<file path="src/rtl/dm_sim_monitor.sv">
// Snoops the DM1 SRAM request port: counts cycles, logs writes to the test-result
// region into a FIFO drained by the bench, and flags end-of-program or timeout.
module dm_sim_monitor #(
  parameter int              ADDR_W       = 14,
  parameter logic [13:0]     SIM_END_ADDR = 14'h3fff,
  parameter logic [31:0]     END_CODE     = 32'hffff_ffff,
  parameter logic [13:0]     LOG_LO       = 14'h2000,
  parameter logic [13:0]     LOG_HI       = 14'h3ffe,
  parameter int              LOG_DEPTH    = 8,
  parameter int              MAX_CYCLE    = 200000
) (
  input  logic              clk,
  input  logic              rst,
  input  logic              dm_ceb,
  input  logic              dm_web,
  input  logic [31:0]       dm_bweb,
  input  logic [ADDR_W-1:0] dm_a,
  input  logic [31:0]       dm_d,
  output logic              log_valid,
  input  logic              log_ready,
  output logic [ADDR_W-1:0] log_addr,
  output logic [31:0]       log_data,
  output logic [31:0]       log_mask,
  output logic              log_ovf,
  output logic [15:0]       drop_cnt,
  output logic [63:0]       total_cycle,
  output logic              sim_done,
  output logic              sim_timeout
);

  localparam int PTR_W   = $clog2(LOG_DEPTH);
  localparam int ENTRY_W = ADDR_W + 64;

  typedef enum logic [1:0] {RUN, DRAIN, DONE, TIMEOUT} state_t;

  state_t state, state_nxt;

  logic [ENTRY_W-1:0] mem [LOG_DEPTH];
  logic [PTR_W-1:0]   rd_ptr, wr_ptr;
  logic [PTR_W:0]     count;

  logic        wr_ev, end_det, in_win;
  logic        push_req, push, pop, full, drop;
  logic [63:0] cycle_nxt;

  assign wr_ev   = !dm_ceb && !dm_web;
  assign end_det = wr_ev && (dm_a == ADDR_W'(SIM_END_ADDR)) && (dm_bweb == 32'h0)
                   && (dm_d == END_CODE);
  assign in_win  = (dm_a >= ADDR_W'(LOG_LO)) && (dm_a <= ADDR_W'(LOG_HI));

  assign full      = (count == (PTR_W+1)'(LOG_DEPTH));
  assign log_valid = (count != '0);
  assign pop       = log_valid && log_ready;
  assign push_req  = (state == RUN) && wr_ev && in_win;
  // A full FIFO still accepts a push when the head leaves on the same edge.
  assign push      = push_req && (!full || pop);
  assign drop      = push_req && full && !pop;
  assign cycle_nxt = total_cycle + 64'd1;

  assign {log_addr, log_data, log_mask} = mem[rd_ptr];
  assign sim_done    = (state == DONE);
  assign sim_timeout = (state == TIMEOUT);

  always_comb begin
    state_nxt = state;
    case (state)
      RUN: begin
        if (end_det)
          state_nxt = DRAIN;
        else if (cycle_nxt == 64'(MAX_CYCLE))
          state_nxt = TIMEOUT;
      end
      DRAIN: begin
        if ((count == '0) || ((count == (PTR_W+1)'(1)) && pop))
          state_nxt = DONE;
      end
      default: state_nxt = state;
    endcase
  end

  always_ff @(posedge clk or posedge rst) begin
    if (rst) begin
      state       <= RUN;
      total_cycle <= 64'd0;
    end else begin
      state <= state_nxt;
      if (state == RUN)
        total_cycle <= cycle_nxt;
    end
  end

  always_ff @(posedge clk or posedge rst) begin
    if (rst) begin
      for (int i = 0; i < LOG_DEPTH; i++)
        mem[i] <= '0;
      rd_ptr   <= '0;
      wr_ptr   <= '0;
      count    <= '0;
      log_ovf  <= 1'b0;
      drop_cnt <= 16'h0;
    end else begin
      if (push) begin
        mem[wr_ptr] <= {dm_a, dm_d, ~dm_bweb};
        wr_ptr      <= wr_ptr + PTR_W'(1);
      end
      if (pop)
        rd_ptr <= rd_ptr + PTR_W'(1);
      if (push && !pop)
        count <= count + (PTR_W+1)'(1);
      else if (pop && !push)
        count <= count - (PTR_W+1)'(1);
      if (drop) begin
        log_ovf <= 1'b1;
        if (drop_cnt != 16'hffff)
          drop_cnt <= drop_cnt + 16'd1;
      end
    end
  end

endmodule

</file>
<file path="config.mk">
export PLATFORM = sky130hd
export DESIGN_NAME = dm_sim_monitor
export DESIGN_NICKNAME = d
export VERILOG_FILES = /design/src/rtl/dm_sim_monitor.sv
export SDC_FILE = /design/constraint.sdc
export NUM_CORES = 1
export LEC_CHECK = 0
export BUFFER_PORTS_ARGS = -buffer_cell sky130_fd_sc_hd__buf_2
export CAP_MARGIN = 10
export CORE_MARGIN = 2
export CORE_UTILIZATION = 60
export CTS_CLUSTER_SIZE = 12
export DETAILED_ROUTE_END_ITERATION = 8
export PLACE_DENSITY = 0.8
export SETUP_SLACK_MARGIN = 0.05
export SLEW_MARGIN = 20
export SYNTH_ARGS = -nofsm -noshare
export SYNTH_HDL_FRONTEND = slang
export SYNTH_SLANG_ARGS = --single-unit
</file>
<file path="constraint.sdc">
create_clock -name clk -period 45.5 [get_ports clk]
set_clock_uncertainty 0.1 [all_clocks]
set_input_delay 9.1 -clock clk [delete_from_list [all_inputs] [get_ports clk]]
set_output_delay 9.1 -clock clk [all_outputs]
set_load 0.02 [all_outputs]
</file>
Yosys cells after proc, flatten, opt, wreduce, memory -nomap -nowiden
Cells that the tools add are included.
Storage, ports and cells
  register bits after elaboration: 717
  input port bits: 83
  output and inout port bits: 162
Cells by class
  add/subtract/negate cells: 6
  order comparisons: 5
  equality and inequality tests: 11
  muxes and demuxes: 12
  bitwise logic cells: 3
  reduce and logical (&&, ||, !) cells: 30
Operator list (count)
  bitwise mux 624 bit: 1
  binary-select mux 78 bit (select 3 bit): 1
  demux 78 bit (select 3 bit): 1
  two-way mux 78 bit: 3
  adder 64 x 1 -> 64 bit, second input constant: 1
  == test 64 x 18 -> 1 bit, second input constant: 1
  == test 32 bit, second input constant: 1
  logical NOT 32 bit: 1
  NOT 32 bit: 1
  adder 16 x 1 -> 16 bit, second input constant: 1
  != test 16 bit, second input constant: 1
  logical AND 1 bit: 15
  == test 14 bit, second input constant: 1
  greater-or-equal comparator 14 bit, second input constant: 1
  less-or-equal comparator 14 bit, second input constant: 1
  greater-or-equal comparator 4 bit, second input constant: 2
  two-way mux 4 bit: 2
  NOT 3 -> 4 bit: 2
  adder 3 x 1 -> 3 bit, second input constant: 2
  two-way mux 2 bit: 3
  logical NOT 1 bit: 5
  adder 4 x 1 -> 4 bit, second input constant: 1
  == test 2 bit, second input constant: 2
  == test 4 x 1 -> 1 bit, second input constant: 1
  14 further kinds: 16

Longest topological paths before layout
  depth in word-level cells: 9
  depth in mapped cells: 12
  gate-level depth less buffers: 10

Worst setup path after synthesis
Ideal clock, no wire load.
  path kind: reg-to-output
  start point: register rd_ptr[1]
  end point: output log_addr[0]
  data arrival time: 2.374 ns
  setup slack: 33.926 ns
  cell stages (with the launch flop): 6
  path through: dfrtp_1 > clkbuf_1 > buf_1 > buf_1 > mux4_2 > mux2_2
On the way
  word-level cells in the longest chain between the ends: 4
RTL lines
  start, declared: RTL line 39  | logic [PTR_W-1:0] rd_ptr, wr_ptr;
  start signal, assigned: RTL line 107  | rd_ptr <= rd_ptr + PTR_W'(1);
  NOT 3 -> 4 bit (not written as such): RTL line 60  | assign {log_addr, log_data, log_mask} = mem[rd_ptr];
  binary-select mux 78 bit (select 3 bit): RTL line 60
  two-way mux 78 bit (not written as such) (2 in series): RTL line 60
  end, declared: RTL line 21  | output logic [ADDR_W-1:0] log_addr,
Every way passes these cells. The select of a mux whose other input is x is not followed.

Final worst setup path
  start point: register rd_ptr[0]
  end point: output log_mask[30]
On the way
  word-level cells in the longest chain between the ends: 4
RTL lines
  NOT 3 -> 4 bit (not written as such): RTL line 60
  binary-select mux 78 bit (select 3 bit): RTL line 60
  two-way mux 78 bit (not written as such) (2 in series): RTL line 60
  end, declared: RTL line 23  | output logic [31:0] log_mask,
Every way passes these cells. The select of a mux whose other input is x is not followed.

==> results.txt <==
----------------------------------------------------
[Floorplanning]
  Horizontal die dimension ... between 200 and 250 um
  Area of the die ... ~57000 um2
  Initial Util ... 0.610
  Count of boundary I/O pins ... 245
  Floorplan core area ... 54100 um2
  Site row count ... 85
  Chip Height ... around 240 um

[CTS]
  CTS Buf Count ... 76
  TritonCTS clock tree ... yes
  Clock sink count ... 717
  Number of post-CTS setup repair buffers ... 0
  Clock slew seen by the registers of the worst setup and hold paths ... 60 ps
  CTS H-Tree Depth ... 3
  Clock root buffer ... clkbuf_16
  Clock latency reported for the late side of the worst-skew pair ... 630 ps
  Hold_buf cts ... 0
  Clock buffer depth ... 3
  Post-CTS Resized ... 0

[Critical path]
  Capturing element type of the critical path ... output port
  Startpoint type of the worst setup path ... flip-flop
  Signal arrival time at the worst endpoint ... 4080 ps
  Standard cell with the maximum stage delay on the critical path ... dfrtp_4
  Slowest cell delay on critical path ... about 800 ps
  Cells traversed along the worst timing path ... buf_4 > buf_4 > mux4_2 > mux2_2 > buf_2
  Reg-to-reg critical path endpoint ... mem[344]
  Worst setup path category ... reg -> out
  Critical path's top delay family ... buffers and inverters
  Number of buffer and inverter stages on the critical path ... 3
  Library cell appearing most often on the critical path ... buf_4
  Slack of the worst reg-to-reg path ... 41460 ps
  Logic depth of the worst register-to-register path ... 7
  Maximum fanout encountered on the critical timing path ... 45
  Endpoint required time on the critical path ... 36300 ps
  RR Startpoint ... state[0]

[Synthesis]
  Ranking of synthesized cells by area ... dfrtp_1, mux2_2, mux4_2, o21ai_0, nand2_1
  Warnings, synthesis ... 0
  Synth Net Count ... 2674
  Number of flops mapped to enable cells by yosys ... 0
  Number of storage elements in the synthesis netlist ... 717
  Synthesized instance count ... 2582
  Mapped Area ... around 33000 um2
  Predominant post-synthesis flop cell ... dfrtp_1
  Top cell type by total area after synthesis ... dfrtp_1
  Synth top area share ... 0.543
  Share of synthesized registers carrying an async set or reset ... 1.00
  Synth cell types ... 60
  Mean Syn Cell Area ... 12.8 um2
  Share of synthesized area occupied by flip-flops and latches ... 0.543

[Hold path]
  HP Class ... reg -> reg
  Hold Crit Endpoint ... mem[311]
  Hold Startpoint ... mem[311]
  Hold-critical path depth ... 1

[Final layout]
  Most common cell after layout, fill and taps aside ... dfrtp_1
  Top library cells by usage in the layout, fill and taps aside ... dfrtp_1, mux2_2, nand2_1, o21ai_0, buf_2
  Number of non-filler instances in the completed layout ... between 3000 and 4000
  Final core occ ... 0.684
  Net count of the finished layout ... roughly 2800
  Share of post-route cells with drive strength above 1 ... 0.360
  Growth of design area from synthesis to finish ... 12.2%
  Post-route cell area ... 37000 um2

[Pwr]
  Worst voltage drop across the vdd grid ... 0.0000348 V
  Relative contribution of combinational cells to total power ... 0.020
  Leakage ... 17.8 nW
  Switching component of the power ... 0.000269 W
  Switching power as a share of total power ... 0.216
  Proportion of power drawn by flip-flops and latches ... 0.512
  Power density relative to cell area ... 33.6 nW/um2
  Clock power frac ... 0.468
  Internal Dissipation ... between 0.0009 and 0.001 W

[GRT]
  Antenna violations before repair ... 8
  Residual overflow from global routing ... 0
  First-pass GRT wire length ... 130000 um
  Largest net degree at the start of global routing ... 195
  Via count of the first global-routing pass ... 23200
  Global-route usage over all layers ... 0.293

[Routing]
  Total detailed-routing wirelength ... ~81000 um
  Count of antenna-violating nets left after detailed routing ... 0
  Via density ... around 6.2
  Count of routing violations after the opening detailed-route iteration ... between 1500 and 2000
  Residual DRC ... 0
  DR pass1 iterations ... 5
  Routed wire per std cell ... 23.1 um
  Detailed-route via count ... roughly 22000

[STA]
  Setup TNS Final ... 0 ps
  Setup repair after global routing missed its margin ... no
  Period utilisation layout ... 0.292
  Slew Limit Fails ... 0
  Fmax ... 75.3 MHz
  Finish-stage setup viols ... 0
  Final setup margin ... 32220 ps
  Final count of hold timing violations ... 0
  Slew at the pin closest to its max-slew limit ... between 1000 and 1500 ps
  Shortest period the worst path allows ... 13280 ps
  Worst slew slack as a fraction of its limit ... 0.319

[Placement]
  Total half-perimeter wirelength after legalization and detailed placement ... 49500 um
  Number of placed instances with taps included ... 3361
  Port Buffer Count ... 244
  Global placement routability congestion ... 0.906
  Setup slack after placement ... 32770 ps
  Area after detailed placement ... 34700 um2

[Flow run]
  Number of max-capacitance violations reported ... 0

[Run status]
  Status ... finished, final reports clean

----------------------------------------------------
-- state kept, by name (all words and copies together) (netlist names) --
name         flops
drop_cnt        16
count            4
mem            624
rd_ptr           3
state            2
wr_ptr           3
total_cycle     64
log_ovf          1
-- synthesized netlist by cell type (3+ instances only) --
library cell  count
dfrtp_1         717
mux2_2          443
nand2_1         317
o21ai_0         269
mux4_2          156
clkbuf_1        120
nor2_1           74
xnor2_1          69
nand3_1          60
nand4_1          51
xor2_1           44
buf_2            34
nor3_1           32
buf_1            23
nor4_1           21
and3_1           15
inv_1            11
a21oi_1           9
ha_1              9
nand2b_1          9
and4_1            8
and2_1            7
or3_1             7
clkbuf_2          6
nor2b_1           6
a31oi_1           5
mux2i_1           5
or2_2             5
or4_1             5
nor4b_1           4
o31ai_1           4
a211oi_1          3
nand4b_1          3
-- how the worst max path moves through the flow --
stage / cells after the start / end / start / slack (ps)
4_1_cts: 5 / log_mask[30] / rd_ptr[0] / 32090
5_1_grt: 5 / log_mask[30] / rd_ptr[0] / 31960
6_report: 5 / log_mask[30] / rd_ptr[0] / 32220
2_1_floorplan: 1 / count[0] / rst / 16190
3_3_place_gp: 5 / log_mask[30] / rd_ptr[0] / 32760
3_5_place_dp: 5 / log_mask[30] / rd_ptr[0] / 32770
-- per-stage QoR --
stage	power, W	hold slack, ps
after floorplan	0.000661	329
after global placement	0.000674	344
after detailed placement	0.000675	347
after CTS	0.00126	368
after global routing	0.00129	389
final	0.00125	368
-- power groups by stage --
| stage | Clock (W) | Sequential [W] | Combinational [W] |
|---|---|---|---|
| after floorplan | 0 | 0.000650 | 0.0000106 |
| final | 0.000583 | 0.000638 | 0.0000251 |
| after global routing | 0.000621 | 0.000637 | 0.0000289 |
| after CTS | 0.000594 | 0.000638 | 0.0000259 |
| after detailed placement | 0 | 0.000649 | 0.0000257 |
| after global placement | 0 | 0.000649 | 0.0000244 |
-- layout make-up --
class,instances,area (um2)
fill,3762,17100
timing repair buffer,268,1470
multi-input combinational,1670,14400
tap,696,871
sequential,717,18000
inverter,11,48.8
antenna,10,25.0
clock inverter,19,155
clock buffer,105,2150
-- layer usage --
metal / up-vias / wire length, um / GRT usage
met5: - / 27 / 0
met4: 4 / 2770 / 0.119
met3: 166 / 4640 / 0.0491
met2: 694 / 40200 / 0.482
met1: 11300 / 33200 / 0.393
li1: 9639 / - / -
-- cell families (layout without fill, tap and decap cells) --
family / after synthesis / count (layout) / share of synthesized area
other: 0 / 10 / 0
multiplexers: 604 / 604 / 0.259
AO/OA/AOI/OAI: 303 / 303 / 0.0482
buffers and inverters: 195 / 403 / 0.0239
flip-flops: 717 / 717 / 0.543
AND/OR/NAND/NOR: 641 / 641 / 0.0922
adder cells (fa/ha/maj): 9 / 9 / 0.00341
XOR/XNOR: 113 / 113 / 0.0300
(Power assumes the default switching activity.)
